### src/rtl/mem_indirect_seq.sv
// mem_indirect_seq: sits between the LC-3b MEM stage (c_*) and the data memory port (p_*).
// Direct accesses pass straight through. Indirect accesses are expanded into a chain of
// pointer reads followed by the final read/write, and the result is held until the
// pipeline advances.
module mem_indirect_seq #(
    parameter int unsigned DATA_W     = 16,
    parameter int unsigned ADDR_W     = 16,
    parameter int unsigned MASK_W     = DATA_W / 8,
    parameter int unsigned MAX_LEVELS = 2,
    localparam int unsigned LVL_W     = $clog2(MAX_LEVELS + 1)
) (
    input  logic              clk,
    input  logic              rst,
    input  logic              indir,
    input  logic [LVL_W-1:0]  levels,
    input  logic              advance,
    input  logic              flush,
    input  logic              c_read,
    input  logic              c_write,
    input  logic [MASK_W-1:0] c_wmask,
    input  logic [ADDR_W-1:0] c_address,
    input  logic [DATA_W-1:0] c_wdata,
    output logic              c_resp,
    output logic [DATA_W-1:0] c_rdata,
    output logic              p_read,
    output logic              p_write,
    output logic [MASK_W-1:0] p_wmask,
    output logic [ADDR_W-1:0] p_address,
    output logic [DATA_W-1:0] p_wdata,
    input  logic              p_resp,
    input  logic [DATA_W-1:0] p_rdata,
    output logic              busy
);

    typedef enum logic [1:0] {
        S_IDLE  = 2'd0,
        S_PTR   = 2'd1,
        S_FINAL = 2'd2,
        S_HOLD  = 2'd3
    } state_e;

    state_e              state_q, state_d;
    logic [ADDR_W-1:0]   ptr_q, ptr_d;
    logic [LVL_W-1:0]    remain_q, remain_d;
    logic [DATA_W-1:0]   hold_data_q, hold_data_d;
    logic                kill_q, kill_d;

    logic [LVL_W-1:0]    lvl_clamp;
    logic                chain_start;
    logic                kill_now;
    logic [ADDR_W-1:0]   fetched_ptr;

    // Requested depth saturated at MAX_LEVELS
    assign lvl_clamp   = (levels > LVL_W'(MAX_LEVELS)) ? LVL_W'(MAX_LEVELS) : levels;
    // An indirect op in IDLE starts a chain instead of passing through
    assign chain_start = indir & (c_read | c_write) & (levels != '0) & ~flush;
    // A flush seen now or earlier in this chain squashes the response
    assign kill_now    = kill_q | flush;
    assign fetched_ptr = p_rdata[ADDR_W-1:0];
    assign busy        = (state_q != S_IDLE);

    // State register
    always_ff @(posedge clk) begin
        if (rst) begin
            state_q <= S_IDLE;
        end else begin
            state_q <= state_d;
        end
    end

    // Chain datapath registers
    always_ff @(posedge clk) begin
        if (rst) begin
            ptr_q       <= '0;
            remain_q    <= '0;
            hold_data_q <= '0;
            kill_q      <= 1'b0;
        end else begin
            ptr_q       <= ptr_d;
            remain_q    <= remain_d;
            hold_data_q <= hold_data_d;
            kill_q      <= kill_d;
        end
    end

    // Next-state and datapath update
    always_comb begin
        state_d     = state_q;
        ptr_d       = ptr_q;
        remain_d    = remain_q;
        hold_data_d = hold_data_q;
        kill_d      = kill_q;
        case (state_q)
            S_IDLE: begin
                if (chain_start) begin
                    if (p_resp) begin
                        ptr_d    = fetched_ptr;
                        remain_d = lvl_clamp - LVL_W'(1);
                        state_d  = (lvl_clamp == LVL_W'(1)) ? S_FINAL : S_PTR;
                    end else begin
                        // First pointer read still pending: ptr carries the CPU address
                        ptr_d    = c_address;
                        remain_d = lvl_clamp;
                        state_d  = S_PTR;
                    end
                end
            end
            S_PTR: begin
                if (flush) begin
                    kill_d = 1'b1;
                end
                if (p_resp) begin
                    if (kill_now) begin
                        kill_d  = 1'b0;
                        state_d = S_IDLE;
                    end else begin
                        ptr_d    = fetched_ptr;
                        remain_d = remain_q - LVL_W'(1);
                        if (remain_q == LVL_W'(1)) begin
                            state_d = S_FINAL;
                        end
                    end
                end
            end
            S_FINAL: begin
                if (flush) begin
                    kill_d = 1'b1;
                end
                if (p_resp) begin
                    if (kill_now) begin
                        kill_d  = 1'b0;
                        state_d = S_IDLE;
                    end else begin
                        hold_data_d = p_rdata;
                        state_d     = advance ? S_IDLE : S_HOLD;
                    end
                end
            end
            S_HOLD: begin
                if (advance || !indir || flush) begin
                    state_d = S_IDLE;
                end
            end
            default: begin
                state_d = S_IDLE;
            end
        endcase
    end

    // Port drive per state; reset forces all requests/responses low
    always_comb begin
        p_read    = 1'b0;
        p_write   = 1'b0;
        p_wmask   = c_wmask;
        p_address = ptr_q;
        p_wdata   = c_wdata;
        c_resp    = 1'b0;
        c_rdata   = p_rdata;
        case (state_q)
            S_IDLE: begin
                p_address = c_address;
                if (chain_start) begin
                    p_read  = 1'b1;
                    p_wmask = '1;
                end else begin
                    p_read  = c_read;
                    p_write = c_write;
                    c_resp  = p_resp;
                end
            end
            S_PTR: begin
                p_read  = 1'b1;
                p_wmask = '1;
            end
            S_FINAL: begin
                p_read  = c_read;
                p_write = c_write;
                c_resp  = p_resp & ~kill_now;
            end
            S_HOLD: begin
                c_resp  = 1'b1;
                c_rdata = hold_data_q;
            end
            default: begin
                p_read = 1'b0;
            end
        endcase
        if (rst) begin
            p_read  = 1'b0;
            p_write = 1'b0;
            c_resp  = 1'b0;
        end
    end

    // The MEM stage never requests a read and a write together
    a_cpu_rw_excl: assert property (@(posedge clk) disable iff (rst) !(c_read && c_write));
    // At most one physical request type at a time
    a_phys_rw_excl: assert property (@(posedge clk) disable iff (rst) !(p_read && p_write));

endmodule

### config.mk
export PLATFORM = sky130hd
export DESIGN_NAME = mem_indirect_seq
export DESIGN_NICKNAME = d
export VERILOG_FILES = /design/src/rtl/mem_indirect_seq.sv
export SDC_FILE = /design/constraint.sdc
export NUM_CORES = 1
export LEC_CHECK = 0
export ABC_AREA = 1
export ABC_CLOCK_PERIOD_IN_PS = 5290
export CAP_MARGIN = 20
export CORE_AREA = 10 10 75 77
export CTS_BUF_LIST = sky130_fd_sc_hd__clkbuf_4 sky130_fd_sc_hd__clkbuf_8 sky130_fd_sc_hd__clkbuf_16
export CTS_CLUSTER_SIZE = 28
export DETAILED_ROUTE_END_ITERATION = 16
export DIE_AREA = 0 0 85 87
export DONT_BUFFER_PORTS = 1
export HOLD_SLACK_MARGIN = 0.12
export PLACE_DENSITY = 0.74
export SLEW_MARGIN = 0
export SYNTH_ARGS = -nofsm -noshare
export SYNTH_HDL_FRONTEND = slang
export SYNTH_SLANG_ARGS = --single-unit
### constraint.sdc
create_clock -name clk -period 5.29 [get_ports clk]
set_clock_uncertainty 0.2 [all_clocks]
set_input_delay 1.058 -clock clk [delete_from_list [all_inputs] [get_ports clk]]
set_output_delay 1.058 -clock clk [all_outputs]
set_load 0.05 [all_outputs]
# Yosys cells after proc, flatten, opt, wreduce, memory -nomap -nowiden
# Cells that the tools add are included.
[word_totals]
output_inout_bits = 54
register_bits = 37
[op_classes]
n_bitwise = 8
n_eq_ne = 11
magnitude_cmp = 1
reduce_logical = 11
muxes = 38
n_addsub = 2
[op_table]
columns = ["op", "count"]
rows = [
  ["$mux W16", 6],
  ["$mux W2", 16],
  ["$pmux W16 S2", 1],
  ["$ne A2 B2 Y1 const B", 5],
  ["$mux W1", 9],
  ["$pmux W2 S2", 2],
  ["$pmux W2 S4", 1],
  ["$eq A2 B1 Y1 const B", 3],
  ["$pmux W1 S3", 2],
  ["$reduce_bool A2 Y1", 3],
  ["$reduce_and A5 Y1", 1],
  ["$and A1 B1 Y1", 4],
  ["$eq A2 B2 Y1 const B", 2],
  ["$reduce_and A4 Y1", 1],
  ["$sub A2 B1 Y2 const B", 2],
  ["$ne A3 B3 Y1 const B", 1],
  ["$reduce_and A3 Y1", 1],
  ["$gt A2 B2 Y1 const B", 1],
  ["$logic_not A2 Y1", 1],
  ["$logic_or A1 B1 Y1", 2],
  ["$not A1 Y1", 2],
  ["$or A1 B1 Y1", 2],
  ["$pmux W1 S2", 1],
  ["$reduce_or A2 Y1", 1],
  ["$logic_not A1 Y1", 1],
]

# Longest topological paths before layout
# Gate-level depths: netlist of run 1.
[depth]
ltp_word = 7
ltp_mapped = 10
depth_no_buf = 9

# Worst setup path after synthesis of run 1
# No wires, ideal clock.
[synth_timing]
path_type = "in2out"
from = "in flush"
to = "out c_resp"
required_time_ns = 4.032
path_buffers = 1
cell_stages = 4
arrival_time_ns = 2.369
setup_slack_ns = 1.663
path_cell_list = "nor2_2 > nand3_1 > buf_2 > a31oi_1"
[synth_between]
elab_chain_len = 5
elab_cells_between_ends = 8
cone_classes = "mux: 3; bitwise: 5"
[synth_lines]
columns = ["item", "line", "rtl"]
rows = [
  ["from (decl)", "17", "input logic flush,"],
  ["$or A1 B1 Y1 or $not A1 Y1 (tied branches)", "58, 56", ""],
  ["$not A1 Y1 (no line) or $and A1 B1 Y1 (tied branches)", "-", ""],
  ["$and A1 B1 Y1 or $mux W1 (tied branches)", "178, 162", ""],
  ["$pmux W1 S3 (*)", "159", "case (state_q)"],
  ["$mux W1 (*)", "188", "if (rst) begin"],
  ["to (decl)", "23", "output logic c_resp,"],
]
# Every way passes the cells marked *; elsewhere a longest branch is shown, timed or not.

# Worst setup path after layout of run 1
[layout_timing]
from = "in levels[1]"
to = "out p_write"
[layout_between]
elab_chain_len = 6
[layout_lines]
columns = ["item", "line", "rtl"]
rows = [
  ["from (decl)", "15", "input logic [LVL_W-1:0] levels,"],
  ["$reduce_bool A2 Y1", "56", "assign chain_start = indir & (c_read | c_write) & (levels != '0) & ~flush;"],
  ["$and A1 B1 Y1 (2 in series)", "56", ""],
  ["$mux W1", "162", "if (chain_start) begin"],
  ["$pmux W1 S2", "159", ""],
  ["$mux W1", "188", ""],
  ["to (decl)", "26", "output logic p_write,"],
]
# Every way passes these cells.

==> results of run 1 <==
[through the flow]
step                      setup WS, ps  power, mW
after floorplan                   1660       1.32
after global placement            1770       1.37
after detailed placement          1730       1.39
after CTS                         1710       1.64
after global routing              1590       1.79
final                             1740       1.64
[where the power goes]
group | internal, mW | switching [mW] | leakage (nW)
Sequential | 0.370 | 0.0325 | 0.303
Combinational | 0.210 | 0.775 | 0.829
Clock | 0.159 | 0.0951 | 0.0619
Total | 0.739 | 0.903 | 1.19
[worst min-delay path by stage]
stage | from | endpoint | slack, ps | cells past startpoint
finish | hold_data_q[15] | hold_data_q[15] | 250 | 2
global route | hold_data_q[15] | hold_data_q[15] | 260 | 2
CTS | hold_data_q[6] | hold_data_q[6] | 250 | 2
detailed placement | hold_data_q[15] | hold_data_q[15] | 240 | 2
global placement | hold_data_q[11] | hold_data_q[11] | 230 | 2
floorplan | hold_data_q[0] | hold_data_q[0] | 220 | 2
[worst max-delay path, delay by kind of cell]
| family | cells | cell delay (ps) |
|---|---|---|
| AOI/OAI and AO/OA | 1 | 80 |
| buffers and inverters | 2 | 160 |
| and+or+nand+nor | 4 | 990 |
[synth_stat cells]
cell | count | area, sq um
ha_1 | 5 | 62.6
inv_2 | 2 | 7.51
buf_2 | 4 | 20.0
or2_2 | 2 | 12.5
buf_6 | 3 | 33.8
nand4_1 | 1 | 6.26
a31oi_1 | 1 | 6.26
nand2_2 | 2 | 12.5
clkbuf_1 | 10 | 37.5
nand2_1 | 101 | 379
o21ai_2 | 1 | 8.76
dfxtp_1 | 37 | 741
o21ai_0 | 72 | 360
nand3_1 | 10 | 50.1
inv_1 | 68 | 255
nand3_4 | 1 | 17.5
nor2_2 | 3 | 18.8
a21oi_1 | 19 | 95.1
buf_4 | 17 | 128
nor2_1 | 48 | 180
buf_1 | 3 | 11.3
[state kept, by name, indices dropped and copies added (netlist names)]
name	flops
kill_q	1
ptr_q	16
remain_q	2
hold_data_q	16
state_q	2
[metal layers]
layer  vias to the layer above  routed length (microns)
li1                       1195                        -
met1                       954                     2630
met2                        82                     2570
met3                        13                      754
met4                         0                      115
met5                         -                        0
[kinds of logic (layout without fill, tap and decap cells)]
logic type,after synthesis,in the layout
buffers and inverters,107,84
adder cells (fa/ha/maj),5,5
AO/OA/AOI/OAI,93,93
AND/OR/NAND/NOR,168,168
flip-flops,37,37
[cell type report]
type                       instances  area (sq um)
clock inverter                     1          30.0
inverter                          70           263
fill                             443          1760
multi-input combinational        266          1210
tap                               52          65.1
sequential                        37           741
timing repair buffer               6          72.6
clock buffer                       7          90.1
==> results by group, run 1 <==
Timing
  – Worst slew pin tran: approximately 1000 ps
  – Final setup vio count: 0
  – Worst hold slack: roughly 250 ps
  – Slew Viols, Final: 0
  – RSZ-0062 raised after global routing: no
  – Slew HR: a little over 30%
  – Final period util: about two thirds
  – Final Critical Period: between 3000 and 4000 ps
  – Final hold vios: 0
  – Setup TNS: 0 ps
  – FMAX: about 280 MHz

Worst setup path
  – Crit path cell chain: inv_1, nand2_1, nand3_1, nand2_2, inv_1, o21ai_0, nor2_1
  – Arr. time, crit path: between 2000 and 2500 ps
  – Slowest cell delay on critical path: approximately 680 ps
  – Worst R2R End: remain_q[0]
  – CP required: roughly 4000 ps
  – CP Class: input port to output pin
  – Critical Path End: p_write
  – CP endpoint kind: output pin
  – Most numerous cell on the critical path: inv_1
  – Crit path from: levels[1]
  – CP max-delay cell: nor2_1
  – CP startpoint kind: input port
  – Worst-path fanout max: 4
  – Worst R2R Start: state_q[0]
  – Reg2Reg Depth: 8
  – R2R setup slack: roughly 3000 ps

Synth
  – Mux cell area share after synthesis: 0%
  – Synth Area in Compound Gates: 19.3%
  – Synth Area in Adders: under 10%
  – Synthesized area per cell: around 6.0 sq um
  – Mapped Cells: between 400 and 500
  – Sequential share of the synthesized area: a little under a third
  – #FFs+latches synth: 37
  – Post-Synth XOR/XNOR Area: 0%
  – Post-Syn Area: ~2400 sq um
  – Net Count, Synth: between 400 and 500
  – Distinct cells, synth: 21
  – Largest family of logic cells by synthesized area: simple AND/OR/NAND/NOR gates
  – Ys Warns: 0
  – Simple-gate share of the synthesized area: 27.7%

Cells and area
  – Most frequent cells in the layout: nand2_1 (101), inv_1 (68), nor2_1 (47)
  – Area grow syn2layout: 1.23%
  – Fin nets: ~450
  – Share of layout cells above drive strength 1: 6.72%
  – Util after Layout: between 50% and 60%
  – Non-filler cells in the finished layout: between 400 and 500
  – Most common cell after layout, fill and taps aside: nand2_1
  – Number of diodes: 0
  – Final instance area: 2470 sq um

Global routing
  – Met1 track demand over resource: roughly a fifth
  – Total track usage: 15.9%
  – First-pass GRT wire length: 9.71 mm
  – Grt met3 use: 7.96%
  – Congestion Overflow GR: 0
  – Vias in the first global route: 1946
  – Gr busiest metal: met2
  – Initial antenna violation count: 0
  – Met2 GRT Util: between 20 and 25%
  – Pin count of the biggest net entering global routing: 39

Floorplanning
  – # IOs: between 100 and 150
  – Die height: between 80 and 90 microns
  – Die width: around 85 microns
  – Initial core utilization: about 58%
  – Site Rows: 24
  – Full die area: between 7000 and 8000 sq um
  – Core box area: 4230 sq um

Power and ir drop
  – Cell Pwr Density: 664 nW/um^2
  – Peak VDD IR: about 0.25 mV
  – LEAKAGE: ~1.2 nW

Clocking
  – Hold Buf Count CTS: 0
  – Clock Latency Late Sink: about 280 ps
  – Clock root buffer master: clkbuf_8
  – Num CTS Buffers: 5
  – H-tree lvl count: 2
  – # clock sinks: 37
  – PostCTS Resize Cnt: 0
  – Post-CTS setup buffers: 0
  – CTS tree: done
  – Clk slew on worst S/H paths: ~70 ps
  – CTS max path bufs: 2

Run status
  – Outcome: complete, no violations

Place
  – RD Place Congestion: between 0.8 and 0.9
  – Placed cell count: ~430
  – Buffers on Ports: 0
  – DPL Wire Length: approximately 4.6 mm
  – Placed inst area: roughly 2300 sq um

Route
  – Iter 0 DRT Violations: approximately 140
  – Final ANT Viol Nets: 0
  – Drt wl/cell: 13.8 microns
  – Vias/cell: about 5
  – Detailed-route via count: approximately 2.2k
  – Drt first pass iters: 5
  – DRC: 0
  – Detailed Route WL: a little over 6 mm

Run
  – Max-cap violation count: 0

Hold path
  – Worst Hold Class: flop to flop
(Power assumes the default switching activity.)
==> inputs of run 2 (changes only) <==
--- a/config.mk
+++ b/config.mk
@@ -6,16 +6,16 @@
 export NUM_CORES = 1
 export LEC_CHECK = 0
 export ABC_AREA = 1
-export ABC_CLOCK_PERIOD_IN_PS = 5290
+export ABC_CLOCK_PERIOD_IN_PS = 3100
 export CAP_MARGIN = 20
-export CORE_AREA = 10 10 75 77
+export CORE_AREA = 10 10 77 79
 export CTS_BUF_LIST = sky130_fd_sc_hd__clkbuf_4 sky130_fd_sc_hd__clkbuf_8 sky130_fd_sc_hd__clkbuf_16
 export CTS_CLUSTER_SIZE = 28
 export DETAILED_ROUTE_END_ITERATION = 16
-export DIE_AREA = 0 0 85 87
+export DIE_AREA = 0 0 87 89
 export DONT_BUFFER_PORTS = 1
 export HOLD_SLACK_MARGIN = 0.12
-export PLACE_DENSITY = 0.74
+export PLACE_DENSITY = 0.73
 export SLEW_MARGIN = 0
 export SYNTH_ARGS = -nofsm -noshare
 export SYNTH_HDL_FRONTEND = slang
==> constraint.sdc (replaced) <==
create_clock -name clk -period 3.1 [get_ports clk]
set_clock_uncertainty 0.2 [all_clocks]
set_input_delay 0.62 -clock clk [delete_from_list [all_inputs] [get_ports clk]]
set_output_delay 0.62 -clock clk [all_outputs]
set_load 0.05 [all_outputs]
==> run 2 against run 1 <==
Global-route usage down 0.66 points; highest routed layer unchanged; sequential power up 71%; design area up 9.1%; die area up 4.7%; total power up 79%.
==> results by group, run 2 (same netlist as run 1, synthesis figures left out) <==
Run status
  – Outcome: complete, no violations

Worst setup path
  – CP required: around 2300 ps
  – CP endpoint kind: output pin
  – Reg2Reg Depth: 7
  – Arr. time, crit path: about 1800 ps
  – Worst-path fanout max: 5
  – CP startpoint kind: flop
  – CP Class: flop to output pin

Cells and area
  – Fillers: 459
  – Number of diodes: 0
  – Fin nets: 485
  – Util after Layout: 59.5%
  – Share of layout cells above drive strength 1: 14.3%
  – Area grow syn2layout: 10.4%
  – Most frequent cells in the layout: nand2_1 (101), inv_1 (68), nor2_1 (47)
  – Largest regs: hold_data_q: 16 flops, ptr_q: 16 flops
  – Most common cell after layout, fill and taps aside: nand2_1

Global routing
  – Congestion Overflow GR: 0
  – First-pass GRT wire length: about 9.8 mm
  – Pin count of the biggest net entering global routing: 38
  – Vias in the first global route: 2098
  – Initial antenna violation count: 0
  – Total track usage: between 15 and 20%

Floorplanning
  – # IOs: about 110
  – Die width: 87 microns
  – Core box area: 4540 sq um
  – Site Rows: 25
  – Full die area: slightly below 8000 sq um
  – Die height: ~89 microns
  – Initial core utilization: between 50% and 60%

Clocking
  – Post-CTS setup buffers: 0
  – H-tree lvl count: 2
  – Clk slew on worst S/H paths: roughly 70 ps
  – Clock Latency Late Sink: between 200 and 300 ps
  – CTS tree: done
  – # clock sinks: 37
  – Clock root buffer master: clkbuf_8
  – Hold Buf Count CTS: 0
  – Num CTS Buffers: 5
  – CTS max path bufs: 2
  – PostCTS Resize Cnt: 0

Timing
  – Final period util: ~86%
  – Setup TNS: 0 ps
  – Slew HR: between 70 and 80%
  – Final setup vio count: 0
  – Final Critical Period: about 2700 ps
  – Worst slew pin tran: 397 ps
  – Final hold vios: 0
  – Fin worst setup slack: between 400 and 500 ps
  – RSZ-0062 raised after global routing: no
  – Worst hold slack: 246 ps
  – FMAX: approximately 380 MHz
  – Slew Viols, Final: 0

Place
  – Buffers on Ports: 0
  – DPL Wire Length: between 4 and 5 mm
  – RD Place Congestion: 0.934
  – Setup slack at placement: roughly 760 ps

Power and ir drop
  – Cell Pwr Density: 1090 nW/um^2
  – Peak VDD IR: about 0.49 mV
  – LEAKAGE: approximately 1.3 nW

Route
  – Met3 routed wirelength: 707 microns
  – Routed met1 length: between 2 and 3 mm
  – Detailed Route WL: between 6 and 7 mm
  – Drt first pass iters: 5
  – Drt wl/cell: ~13 microns
  – Vias/cell: between 4 and 5
  – Met2 WL: between 2 and 3 mm
  – Detailed-route via count: around 2.4k
  – Final ANT Viol Nets: 0
  – DRC: 0
  – Top layer in use: met4
  – Iter 0 DRT Violations: ~120

Run
  – Max-cap violation count: 0

Hold path
  – Worst Hold Class: flop to flop
  – WHS Path Cells: 2
## run 2: area by class of cell
| type | instances | area (sq um) | share of cell area, % |
|---|---|---|---|
| clock buffers | 7 | 96.3 | 3.57 |
| multi-input cells | 266 | 1210 | 44.9 |
| inverters | 70 | 263 | 9.74 |
| flip-flops and latches | 37 | 741 | 27.5 |
| well taps | 54 | 67.6 | 2.50 |
| repair buffers | 40 | 313 | 11.6 |
| clock inverters | 1 | 5.00 | 0.186 |
## run 2: path summary, 6_finish.rpt
kind	start	to	slack [ps]
setup / recovery	state_q[0]	p_wmask[0]	440
hold / removal	hold_data_q[2]	hold_data_q[2]	250
setup reg to reg	state_q[0]	remain_q[0]	1110
hold reg to reg	hold_data_q[2]	hold_data_q[2]	250
## run 2: through the flow
step	std cells	cell area [sq um]	total power, mW
2_1_floorplan	410	2440	2.25
3_3_place_gp	467	2600	2.57
3_5_place_dp	467	2600	2.59
4_1_cts	475	2700	2.97
5_1_grt	475	2700	3.19
6_report	475	2700	2.95
## run 2: per-layer routing
| layer | up-vias | global-route usage [%] |
|---|---|---|
| li1 | 1257 | - |
| met1 | 1014 | 19.9 |
| met2 | 91 | 22.7 |
| met3 | 5 | 5.93 |
| met4 | 0 | 4.42 |
| met5 | - | 0 |
## run 2: where the power goes
group	total, mW	switching (mW)	internal, mW
registers	0.687	0.0557	0.631
clock network	0.364	0.163	0.201
logic	1.89	1.36	0.537
total	2.95	1.58	1.37
## run 2: critical path, stage by stage (launching register included)
cell and delay, ps:
dfxtp_1 380, inv_1 80, ha_1 220, inv_2 260
o21ai_0 190, or2_2 440
==> inputs of run 3 (changes only) <==
--- a/config.mk
+++ b/config.mk
@@ -6,16 +6,16 @@
 export NUM_CORES = 1
 export LEC_CHECK = 0
 export ABC_AREA = 1
-export ABC_CLOCK_PERIOD_IN_PS = 3100
+export ABC_CLOCK_PERIOD_IN_PS = 2500
 export CAP_MARGIN = 20
-export CORE_AREA = 10 10 77 79
+export CORE_AREA = 10 10 75 77
 export CTS_BUF_LIST = sky130_fd_sc_hd__clkbuf_4 sky130_fd_sc_hd__clkbuf_8 sky130_fd_sc_hd__clkbuf_16
 export CTS_CLUSTER_SIZE = 28
 export DETAILED_ROUTE_END_ITERATION = 16
-export DIE_AREA = 0 0 87 89
+export DIE_AREA = 0 0 85 87
 export DONT_BUFFER_PORTS = 1
 export HOLD_SLACK_MARGIN = 0.12
-export PLACE_DENSITY = 0.73
+export PLACE_DENSITY = 0.74
 export SLEW_MARGIN = 0
 export SYNTH_ARGS = -nofsm -noshare
 export SYNTH_HDL_FRONTEND = slang
==> constraint.sdc (replaced) <==
create_clock -name clk -period 2.5 [get_ports clk]
set_clock_uncertainty 0.2 [all_clocks]
set_input_delay 0.5 -clock clk [delete_from_list [all_inputs] [get_ports clk]]
set_output_delay 0.5 -clock clk [all_outputs]
set_load 0.05 [all_outputs]
==> run 3 against run 2 <==
Sequential share of layout area down 4.0 points; cell count fell by 0.21%; register-to-register slack lost 730 ps; wire length increased by 5.3%; via count up 1.6%; worst setup slack got worse by 360 ps; first-iteration DRC count grew 28%.
==> results by group, run 3 (same netlist as run 1, synthesis figures left out) <==
Cells and area
  – Area grow syn2layout: 29.3%
  – Non-filler cells in the finished layout: roughly 470
  – Largest regs: hold_data_q: 16 flops, ptr_q: 16 flops
  – Most common cell after layout, fill and taps aside: nand2_1
  – Fin nets: between 400 and 500
  – Share of layout cells above drive strength 1: ~15%
  – Number of diodes: 0
  – Final instance area: between 3000 and 4000 sq um
  – Most frequent cells in the layout: nand2_1 (101), inv_1 (68), nor2_1 (47)

Clocking
  – Clock root buffer master: clkbuf_8
  – Post-CTS setup buffers: 0
  – Num CTS Buffers: 5
  – PostCTS Resize Cnt: 0
  – Hold Buf Count CTS: 0
  – CTS max path bufs: 2
  – Clock Latency Late Sink: 290 ps
  – CTS tree: done
  – # clock sinks: 37
  – Clk slew on worst S/H paths: 80 ps
  – H-tree lvl count: 2

Timing
  – Final period util: around 97%
  – FMAX: ~410 MHz
  – Fin worst setup slack: roughly 83 ps
  – RSZ-0062 raised after global routing: no
  – Setup TNS: 0 ps
  – Final Critical Period: between 2000 and 2500 ps
  – Final setup vio count: 0
  – Slew HR: about 74%
  – Final hold vios: 0
  – Worst slew pin tran: between 300 and 400 ps
  – Slew Viols, Final: 0

Global routing
  – Vias in the first global route: approximately 2.3k
  – Initial antenna violation count: 0
  – Congestion Overflow GR: 0
  – Pin count of the biggest net entering global routing: 38
  – Total track usage: 17.3%
  – First-pass GRT wire length: between 10 and 15 mm

Place
  – Buffers on Ports: 0
  – RD Place Congestion: about 0.90
  – DPL Wire Length: 5.15 mm
  – Placed inst area: between 3000 and 4000 sq um
  – Setup slack at placement: roughly 340 ps
  – Placed cell count: between 400 and 500

Floorplanning
  – # IOs: 114
  – Initial core utilization: ~58%
  – Full die area: 7400 sq um
  – Core box area: around 4200 sq um
  – Die height: a little under 90 microns
  – Die width: around 85 microns
  – Site Rows: 24

Worst setup path
  – Reg2Reg Depth: 8
  – CP endpoint kind: output pin
  – CP startpoint kind: flop
  – Worst R2R End: remain_q[0]
  – Worst R2R Start: state_q[0]
  – Worst-path fanout max: 32
  – CP required: roughly 1800 ps
  – R2R setup slack: between 300 and 400 ps
  – Arr. time, crit path: between 1500 and 2000 ps
  – CP Class: flop to output pin

Route
  – Detailed Route WL: 6.58 mm
  – Detailed-route via count: 2406
  – Iter 0 DRT Violations: between 150 and 200
  – Drt first pass iters: 5
  – Drt wl/cell: between 10 and 15 microns
  – Vias/cell: between 5 and 6
  – DRC: 0
  – Final ANT Viol Nets: 0

Hold path
  – WHS Endpoint: hold_data_q[10]
  – WHS Path Cells: 2
  – Worst Hold Class: input port to flop
  – Hold_sp: p_rdata[10]

Power and ir drop
  – Cell Pwr Density: 1380 nW/um^2
  – LEAKAGE: 1.51 nW
  – Peak VDD IR: approximately 0.54 mV

Run status
  – Outcome: complete, no violations

Run
  – Max-cap violation count: 0
run 3: final cells by class:
cell class              count  area (sq um)
multi-input cells         266          1220
flip-flops and latches     37           741
clock inverters             3          65.1
well taps                  52          65.1
repair buffers             41           737
clock buffers               5          68.8
fillers                   321          1070
inverters                  70           263
run 3: through the flow:
step           total power [mW]  utilization (%)  hold WS (ps)
2_1_floorplan              2.81                -           223
3_3_place_gp               3.70             71.3           231
3_5_place_dp               3.76             71.3           237
4_1_cts                    4.38             74.5           196
5_1_grt                    4.67             74.6           192
6_report                   4.37             74.6           200
run 3: worst max-delay path by stage:
| stage | from | endpoint | depth (start not counted) |
|---|---|---|---|
| 2_1_floorplan | state_q[0] | p_address[11] | 5 |
| 3_3_place_gp | state_q[0] | p_address[15] | 6 |
| 3_5_place_dp | state_q[0] | p_address[13] | 6 |
| 4_1_cts | state_q[0] | p_address[13] | 6 |
| 5_1_grt | state_q[1] | c_rdata[11] | 5 |
| 6_report | state_q[0] | p_address[15] | 5 |
run 3: critical path, stage by stage, from the launching register on:
cell     delay [ps]
dfxtp_1         390
inv_1            80
ha_1            290
buf_6           210
o21ai_1         270
buf_12          180
run 3: metal layers:
| layer | part of all wire, % | track usage [%] | vias to the layer above |
|---|---|---|---|
| met3 | 12 | 9.18 | 6 |
| met4 | 0.93 | 4.79 | 0 |
| met5 | 0 | 0 | - |
| li1 | - | - | 1261 |
| met2 | 46 | 26.2 | 76 |
| met1 | 41 | 20.7 | 1063 |
run 3: power by group:
part	switching [mW]	internal [mW]
sequential	0.0739	0.783
combinational	1.79	1.11
clock	0.214	0.396
